===== src/rtl/ca_pkg.sv =====
// Shared types and default sizing for the cellular-automaton status generator
// and its combinational next-generation helper.
package ca_pkg;

  typedef enum logic [1:0] {
    ST_IDLE = 2'd0,
    ST_RUN  = 2'd1,
    ST_DONE = 2'd2
  } ca_state_t;

  localparam int CA_WIDTH     = 8;
  localparam int CA_MAX_STEPS = 255;
  localparam int CA_CNT_W     = 8;
  localparam int CA_NBR_W     = 3;

endpackage


===== src/rtl/ca_next_gen.sv =====
// Combinational elementary-CA step: next[i] = rule[{left, self, right}].
// Boundary cells read 0 by default; defining CA_WRAP_EN makes the ring periodic.
module ca_next_gen
  import ca_pkg::*;
#(
  parameter int WIDTH = CA_WIDTH
) (
  input  logic [0:WIDTH-1] status,
  input  logic [7:0]       rule,
  output logic [0:WIDTH-1] next
);

  for (genvar i = 0; i < WIDTH; i++) begin : g_cell
    logic                left;
    logic                right;
    logic [CA_NBR_W-1:0] idx;

    if (i == 0) begin : g_left_edge
`ifdef CA_WRAP_EN
      assign left = status[WIDTH-1];
`else
      assign left = 1'b0;
`endif
    end else begin : g_left_inner
      assign left = status[i-1];
    end

    if (i == WIDTH - 1) begin : g_right_edge
`ifdef CA_WRAP_EN
      assign right = status[0];
`else
      assign right = 1'b0;
`endif
    end else begin : g_right_inner
      assign right = status[i+1];
    end

    assign idx     = {left, status[i], right};
    assign next[i] = rule[idx];
  end

endmodule


===== src/rtl/ca_status_generator.sv =====
// Seeded elementary-CA stepper that streams generations until a fixed point or
// the step limit is reached. Boundary mode is selected by CA_WRAP_EN in ca_next_gen.
module ca_status_generator
  import ca_pkg::*;
#(
  parameter int WIDTH     = CA_WIDTH,
  parameter int MAX_STEPS = CA_MAX_STEPS,
  parameter int CNT_W     = CA_CNT_W
) (
  input  logic             clk,
  input  logic             reset,
  input  logic             load_valid,
  output logic             load_ready,
  input  logic [0:WIDTH-1] seed,
  input  logic [7:0]       rule,
  input  logic             abort,
  output logic [0:WIDTH-1] status,
  output logic             status_valid,
  input  logic             status_ready,
  output logic [CNT_W-1:0] steps,
  output logic             done,
  output logic             fixed_point,
  output logic             timeout
);

  ca_state_t        state;
  logic [7:0]       rule_q;
  logic [0:WIDTH-1] next;
  logic [CNT_W-1:0] steps_inc;
  logic             accept;
  logic             beat;

  ca_next_gen #(.WIDTH(WIDTH)) u_next_gen (
    .status (status),
    .rule   (rule_q),
    .next   (next)
  );

  assign load_ready   = (state != ST_RUN) && !abort;
  assign accept       = load_valid && load_ready;
  assign status_valid = (state == ST_RUN);
  assign done         = (state == ST_DONE);
  assign beat         = status_valid && status_ready;
  assign steps_inc    = steps + 1'b1;

  // An unchanged next generation is never stored, so fixed_point wins over timeout.
  always_ff @(posedge clk or negedge reset) begin
    if (!reset) begin
      state       <= ST_IDLE;
      status      <= '0;
      rule_q      <= '0;
      steps       <= '0;
      fixed_point <= 1'b0;
      timeout     <= 1'b0;
    end else if (abort) begin
      state       <= ST_IDLE;
      fixed_point <= 1'b0;
      timeout     <= 1'b0;
    end else if (accept) begin
      state       <= ST_RUN;
      status      <= seed;
      rule_q      <= rule;
      steps       <= '0;
      fixed_point <= 1'b0;
      timeout     <= 1'b0;
    end else if (beat) begin
      if (next == status) begin
        state       <= ST_DONE;
        fixed_point <= 1'b1;
      end else begin
        status <= next;
        steps  <= steps_inc;
        if (steps_inc == CNT_W'(MAX_STEPS)) begin
          state   <= ST_DONE;
          timeout <= 1'b1;
        end
      end
    end
  end

endmodule


===== config.mk =====
export PLATFORM = sky130hd
export DESIGN_NAME = ca_status_generator
export DESIGN_NICKNAME = d
export VERILOG_FILES = /design/src/rtl/ca_pkg.sv /design/src/rtl/ca_next_gen.sv /design/src/rtl/ca_status_generator.sv
export SDC_FILE = /design/constraint.sdc
export NUM_CORES = 1
export LEC_CHECK = 0
export CAP_MARGIN = 25
export CORE_MARGIN = 4
export CORE_UTILIZATION = 51
export CTS_CLUSTER_DIAMETER = 40
export DETAILED_ROUTE_END_ITERATION = 8
export PLACE_DENSITY = 0.8
export RECOVER_POWER = 100
export SLEW_MARGIN = 20
export SYNTH_ARGS = -nofsm -noshare
export SYNTH_HDL_FRONTEND = slang
export SYNTH_SLANG_ARGS = --single-unit

===== constraint.sdc =====
create_clock -name clk -period 3.3 [get_ports clk]
set_input_delay 0.33 -clock clk [delete_from_list [all_inputs] [get_ports clk]]
set_output_delay 0.33 -clock clk [all_outputs]
set_load 0.01 [all_outputs]

==> impl_metrics.json, run 1 <==
{
  "status": "complete, but fails checks",
  "violations": "capacitance limit, slew limit",
  "grt_start_max_net_pins": 29,
  "wl_met3_um": 217,
  "fill_cells": 303,
  "die_h_um": 70.7,
  "post-dp-hpwl_mm": 3.37,
  "setup_violations": 0,
  "cts_tree": "done",
  "critPathArrivalTime_ns": 3.15,
  "hold_buffers": 0,
  "final_nets": 267,
  "setup.worst_path.class": "reg2reg",
  "core_um2": 3720,
  "via_count": 1714,
  "cp-start-kind": "flop",
  "setup_tns_ns": 0,
  "gp_congestion": 0.877,
  "drive_gt1_share_pct": 7.00,
  "pin_count": 42,
  "power.density_nw_per_um2": 507,
  "leakagePower_nw": 1.14,
  "clockBufferDepth": 2,
  "drv_cap": 1,
  "grt_setup_unrepaired": "false",
  "syn-num-nets": 230,
  "ys_types": 42,
  "syn_area_um2": 2000,
  "ys.warnings.count": 0,
  "start_util_pct": 53.9,
  "met1_length_mm": 2.13,
  "cts-root-buf": "clkbuf_8",
  "min_path_type": "reg2reg",
  "critical_path.slowest_cell": "mux4_1",
  "final_cell_mix": "nand2_1 (32), dfrtp_1 (28), dlygate4sd3_1 (21)",
  "worstPathCellList": "mux4_1 -> mux2i_4 -> xnor2_1 -> or4_1 -> o21ai_4 -> buf_4 -> mux2i_1 -> a22o_1",
  "ys.flop_type": "dfrtp_1",
  "htree_levels": 1,
  "drcViolationCount": 0,
  "grt_pass1_vias": 1618,
  "synth-seq-cells": 28,
  "fin_crit_sh_pct": 90.0,
  "worstPathRequired_ns": 3.48,
  "crit_buf_inv": 1,
  "synthCells": 207,
  "grt_usage_pct": 18.8,
  "regArea_um2": 701,
  "cts_made_buffers": 3,
  "clock-skew-final_ns": 0.00506,
  "ys_seq_area_share_pct": 35.0,
  "wire_per_inst_um": 16.2,
  "critPathTopFamily": "multiplexers",
  "post_cts_buffers": 0,
  "area_delta_synth_final_pct": 24.5,
  "hold_violations": 0,
  "clock_sinks": 28,
  "synth_enable_flop_cells": 0,
  "worstMarginPinSlew_ns": 1.54,
  "antenna_found_initial": 0,
  "overflow": 0,
  "routed_wirelength_mm": 4.70,
  "antenna_left": 0,
  "chipWidth_um": 70.7,
  "die_area_um2": 5000,
  "drv_slew": 29,
  "multi_input_area_um2": 1200,
  "grt_pass1_wl_mm": 7.65,
  "min_period_ns": 2.97,
  "max_stage_delay_ns": 0.64,
  "ctsResizeCount": 0,
  "syn_area_per_cell_um2": 9.68,
  "drt-initial-drc-count": 150,
  "firstDrtPassIters": 4,
  "highest_layer": "met4",
  "mostFrequentLayoutCell": "nand2_1",
  "max_slew_margin_pct": -2.75,
  "rows": 22,
  "buffer_ports.inserted": 41,
  "antennaDiodeCount": 0,
  "endpoint_kind": "flop",
  "clk_pin_slew_ns": 0.10,
  "clock.fmax_mhz": 337,
  "via_per_inst": 5.89,
  "crit_fanout": 15,
  "place_inst": 287,
  "clock_latency_ns": 0.28,
  "async_flop_share_pct": 100,
  "power.total_mw": 1.27,
  "ir_worst_vdd_v": 0.000285,
  "fin_area_um2": 2500,
  "met2_length_mm": 2.33,
  "dpl_cell_area_um2": 2430,
  "stdcell_count": 291
}
## where the power goes
group / switching [mW] / internal [mW] / leakage [nW] / total (mW)
sequential: 0.114 / 0.389 / 0.359 / 0.503
combinational: 0.213 / 0.272 / 0.745 / 0.486
clock: 0.114 / 0.163 / 0.0357 / 0.277
total: 0.441 / 0.824 / 1.14 / 1.27
## layer usage
metal / GRT usage (%) / vias up
met5: 0 / -
met4: 2.92 / 0
met3: 3.84 / 2
met2: 31.1 / 45
met1: 26.3 / 840
li1: - / 827
## Yosys cell counts (3+ instances only)
library cell | n | area (um^2)
nand2_1 | 32 | 120
dfrtp_1 | 28 | 701
nor2_1 | 16 | 60.1
o21ai_0 | 16 | 80.1
mux2i_1 | 14 | 140
inv_1 | 9 | 33.8
a21oi_1 | 8 | 40.0
mux4_2 | 8 | 180
clkbuf_1 | 6 | 22.5
nand3_1 | 6 | 30.0
and3_1 | 5 | 31.3
buf_2 | 4 | 20.0
mux4_1 | 4 | 105
nor2b_1 | 4 | 25.0
xor2_1 | 4 | 35.0
a22o_1 | 3 | 26.3
nor3b_1 | 3 | 22.5
## cell type report
class,count,area share [%]
multi-input cells,158,48.3
clock buffers,3,1.65
well taps,48,2.41
repair buffers,44,17.0
flip-flops and latches,28,28.1
clock inverters,1,1.20
inverters,9,1.35
## state kept, by name, indices dropped and copies added (netlist names)
name,flops
rule_q,8
steps,8
timeout,1
state,2
fixed_point,1
status,8
## cells by family (layout without fill, tap and decap cells)
| group | count (synthesis) | after routing | synth area share, % |
|---|---|---|---|
| xor+xnor | 6 | 6 | 2.62 |
| simple gates | 77 | 77 | 18.0 |
| flops | 28 | 28 | 35.0 |
| compound gates | 44 | 44 | 14.8 |
| fa+ha+maj | 2 | 2 | 1.25 |
| buf+inv | 21 | 57 | 4.93 |
| mux | 29 | 29 | 23.5 |
## worst register-to-register path: cells and delay by family, from the launching register on
kind	cells	cell delay [ns]
simple gates	1	0.55
mux	3	0.92
buf+inv	1	0.24
compound gates	2	0.53
flops	1	0.55
xor+xnor	1	0.08
## metrics by stage
stage                     util (%)  hold WS, ns  worst slack (ns)
after floorplan                  -       0.0344             0.479
after global placement        65.5        0.497             0.448
after detailed placement      65.5        0.492             0.347
after CTS                     67.4        0.427             0.333
after global routing          67.2        0.545             0.167
final                         67.2        0.509             0.330
## final timing paths
kind | slack [ns] | depth (start not counted) | to | startpoint
max in group asynchronous | 1.46 | 2 | fixed_point | reset
hold / removal | 0.51 | 1 | timeout | timeout
hold reg to reg | 0.51 | 1 | timeout | timeout
setup / recovery | 0.33 | 8 | steps[3] | status[1]
min in group asynchronous | 0.95 | 2 | rule_q[3] | reset
setup reg to reg | 0.33 | 8 | steps[3] | status[1]
Power figures use the tool's default switching activity.
==> inputs of run 2 (changes only) <==
Settings changed: GPL_TIMING_DRIVEN set to 0.
==> impl_metrics.json, run 2 (synthesized netlist as in run 1, its figures left out) <==
{
  "grt_setup_unrepaired": "false",
  "fin_crit_sh_pct": 92.6,
  "htree_levels": 1,
  "wire_per_inst_um": 16.7,
  "start_util_pct": 53.9,
  "drive_gt1_share_pct": 7.97,
  "p_int_mw": 0.758,
  "grt_start_max_net_pins": 29,
  "fin_area_um2": 2500,
  "critical_path.slowest_cell": "mux4_2",
  "setup_violations": 0,
  "clk_pin_slew_ns": 0.09,
  "violations": "capacitance limit, slew limit",
  "drt-initial-drc-count": 155,
  "buffer_ports.inserted": 41,
  "worstPathCellList": "buf_2 -> inv_1 -> mux4_2 -> or4_1 -> buf_2 -> o21ai_4 -> mux2_2 -> a221oi_1",
  "chipWidth_um": 70.7,
  "mostFrequentLayoutCell": "nand2_1",
  "power_frac_comb_pct": 45.8,
  "max_stage_delay_ns": 0.53,
  "power_switching_mw": 0.441,
  "ir_worst_vdd_v": 0.000246,
  "final_cell_mix": "nand2_1 (32), dfrtp_1 (28), dlygate4sd3_1 (21)",
  "gp_congestion": 0.847,
  "area_delta_synth_final_pct": 24.8,
  "crit_buf_inv": 3,
  "cp-start-kind": "flop",
  "post-dp-hpwl_mm": 3.67,
  "cts-root-buf": "clkbuf_8",
  "routed_wirelength_mm": 5.00,
  "leakagePower_nw": 1.15,
  "endpoint_kind": "flop",
  "hold_violations": 0,
  "cts_tree": "done",
  "place_ws_ns": 0.248,
  "critPathTopFamily": "multiplexers",
  "firstDrtPassIters": 4,
  "crit_fanout": 10,
  "setup_tns_ns": 0,
  "via_count": 1750,
  "clock-skew-final_ns": 0.00317,
  "min_path_type": "in2async",
  "clock_sinks": 28,
  "grt_pass1_wl_mm": 8.41,
  "clock_latency_ns": 0.27,
  "setup.worst_path.class": "reg2reg",
  "final_nets": 276,
  "power.density_nw_per_um2": 479,
  "drv_slew": 29,
  "status": "complete, but fails checks",
  "core_um2": 3720,
  "clkPwrFrac_pct": 15.5,
  "place_inst": 296,
  "die_h_um": 70.7,
  "worstMarginPinSlew_ns": 1.56,
  "die_area_um2": 5000,
  "overflow": 0,
  "max_slew_margin_pct": -4.28,
  "critPathArrivalTime_ns": 3.23,
  "antenna_found_initial": 0,
  "clock.fmax_mhz": 327,
  "hold_buffers": 0,
  "antennaDiodeCount": 0,
  "reg_top3": "rule_q x8, status x8, steps x8",
  "p_sw_share_pct": 36.8,
  "via_per_inst": 5.85,
  "seq_power_share_pct": 38.7,
  "ctsResizeCount": 0,
  "min_period_ns": 3.06,
  "rows": 22,
  "grt_pass1_vias": 1708,
  "pin_count": 42,
  "antenna_left": 0,
  "drv_cap": 1,
  "grt_usage_pct": 21.0,
  "post_cts_buffers": 0,
  "cts_made_buffers": 3,
  "drcViolationCount": 0,
  "clockBufferDepth": 2,
  "fin_ws_ns": 0.243,
  "stdcell_count": 299,
  "crit_top_cell": "buf_2",
  "worstPathRequired_ns": 3.48,
  "dpl_cell_area_um2": 2470
}
-- run 2: power groups by stage --
| stage | sequential, mW | combinational [mW] | clock (mW) |
|---|---|---|---|
| CTS | 0.465 | 0.562 | 0.192 |
| finish | 0.464 | 0.549 | 0.186 |
| floorplan | 0.463 | 0.379 | 0 |
| global placement | 0.468 | 0.542 | 0 |
| global route | 0.473 | 0.597 | 0.207 |
| detailed placement | 0.472 | 0.557 | 0 |
-- run 2: cell type report --
| type | instances | area, um^2 |
|---|---|---|
| fillers | 318 | 1210 |
| well taps | 48 | 60.1 |
| plain buffers | 12 | 57.6 |
| clock buffers | 3 | 41.3 |
| multi-input cells | 158 | 1200 |
| inverters | 9 | 33.8 |
| repair buffers | 41 | 404 |
| flip-flops and latches | 28 | 701 |
-- run 2: metrics by stage --
| step | total power, mW | util [%] | hold slack [ns] |
|---|---|---|---|
| after floorplan | 0.842 | - | 0.0344 |
| after global placement | 1.01 | 66.6 | 0.496 |
| after detailed placement | 1.03 | 66.5 | 0.390 |
| after CTS | 1.22 | 67.6 | 0.0852 |
| after global routing | 1.28 | 67.3 | 0.546 |
| final | 1.20 | 67.3 | 0.430 |
-- run 2: worst paths after layout --
check                                from        end  slack (ns)  depth (start not counted)
worst max-delay path            status[4]  status[5]        0.24                          8
worst min-delay path                reset  rule_q[7]        0.43                          1
worst max register to register  status[4]  status[5]        0.24                          8
worst min register to register    timeout    timeout        0.51                          1
max in group asynchronous           reset  status[3]        1.97                          1
min in group clk                  timeout    timeout        0.51                          1
-- run 2: per-layer routing --
layer	GRT usage, %	part of all wire (%)	up-vias
met2	33.5	51	49
met5	0	0	-
met1	29.5	44	838
met4	8.35	2.5	0
met3	2.13	3.1	13
li1	-	-	850
-- run 2: worst reg2reg max path, cell delays in order, from the launching register on --
cell and delay, ns:
dfrtp_1 0.39, buf_2 0.19, inv_1 0.21, mux4_2 0.53, or4_1 0.51, buf_2 0.17, o21ai_4 0.33, mux2_2 0.38
a221oi_1 0.24
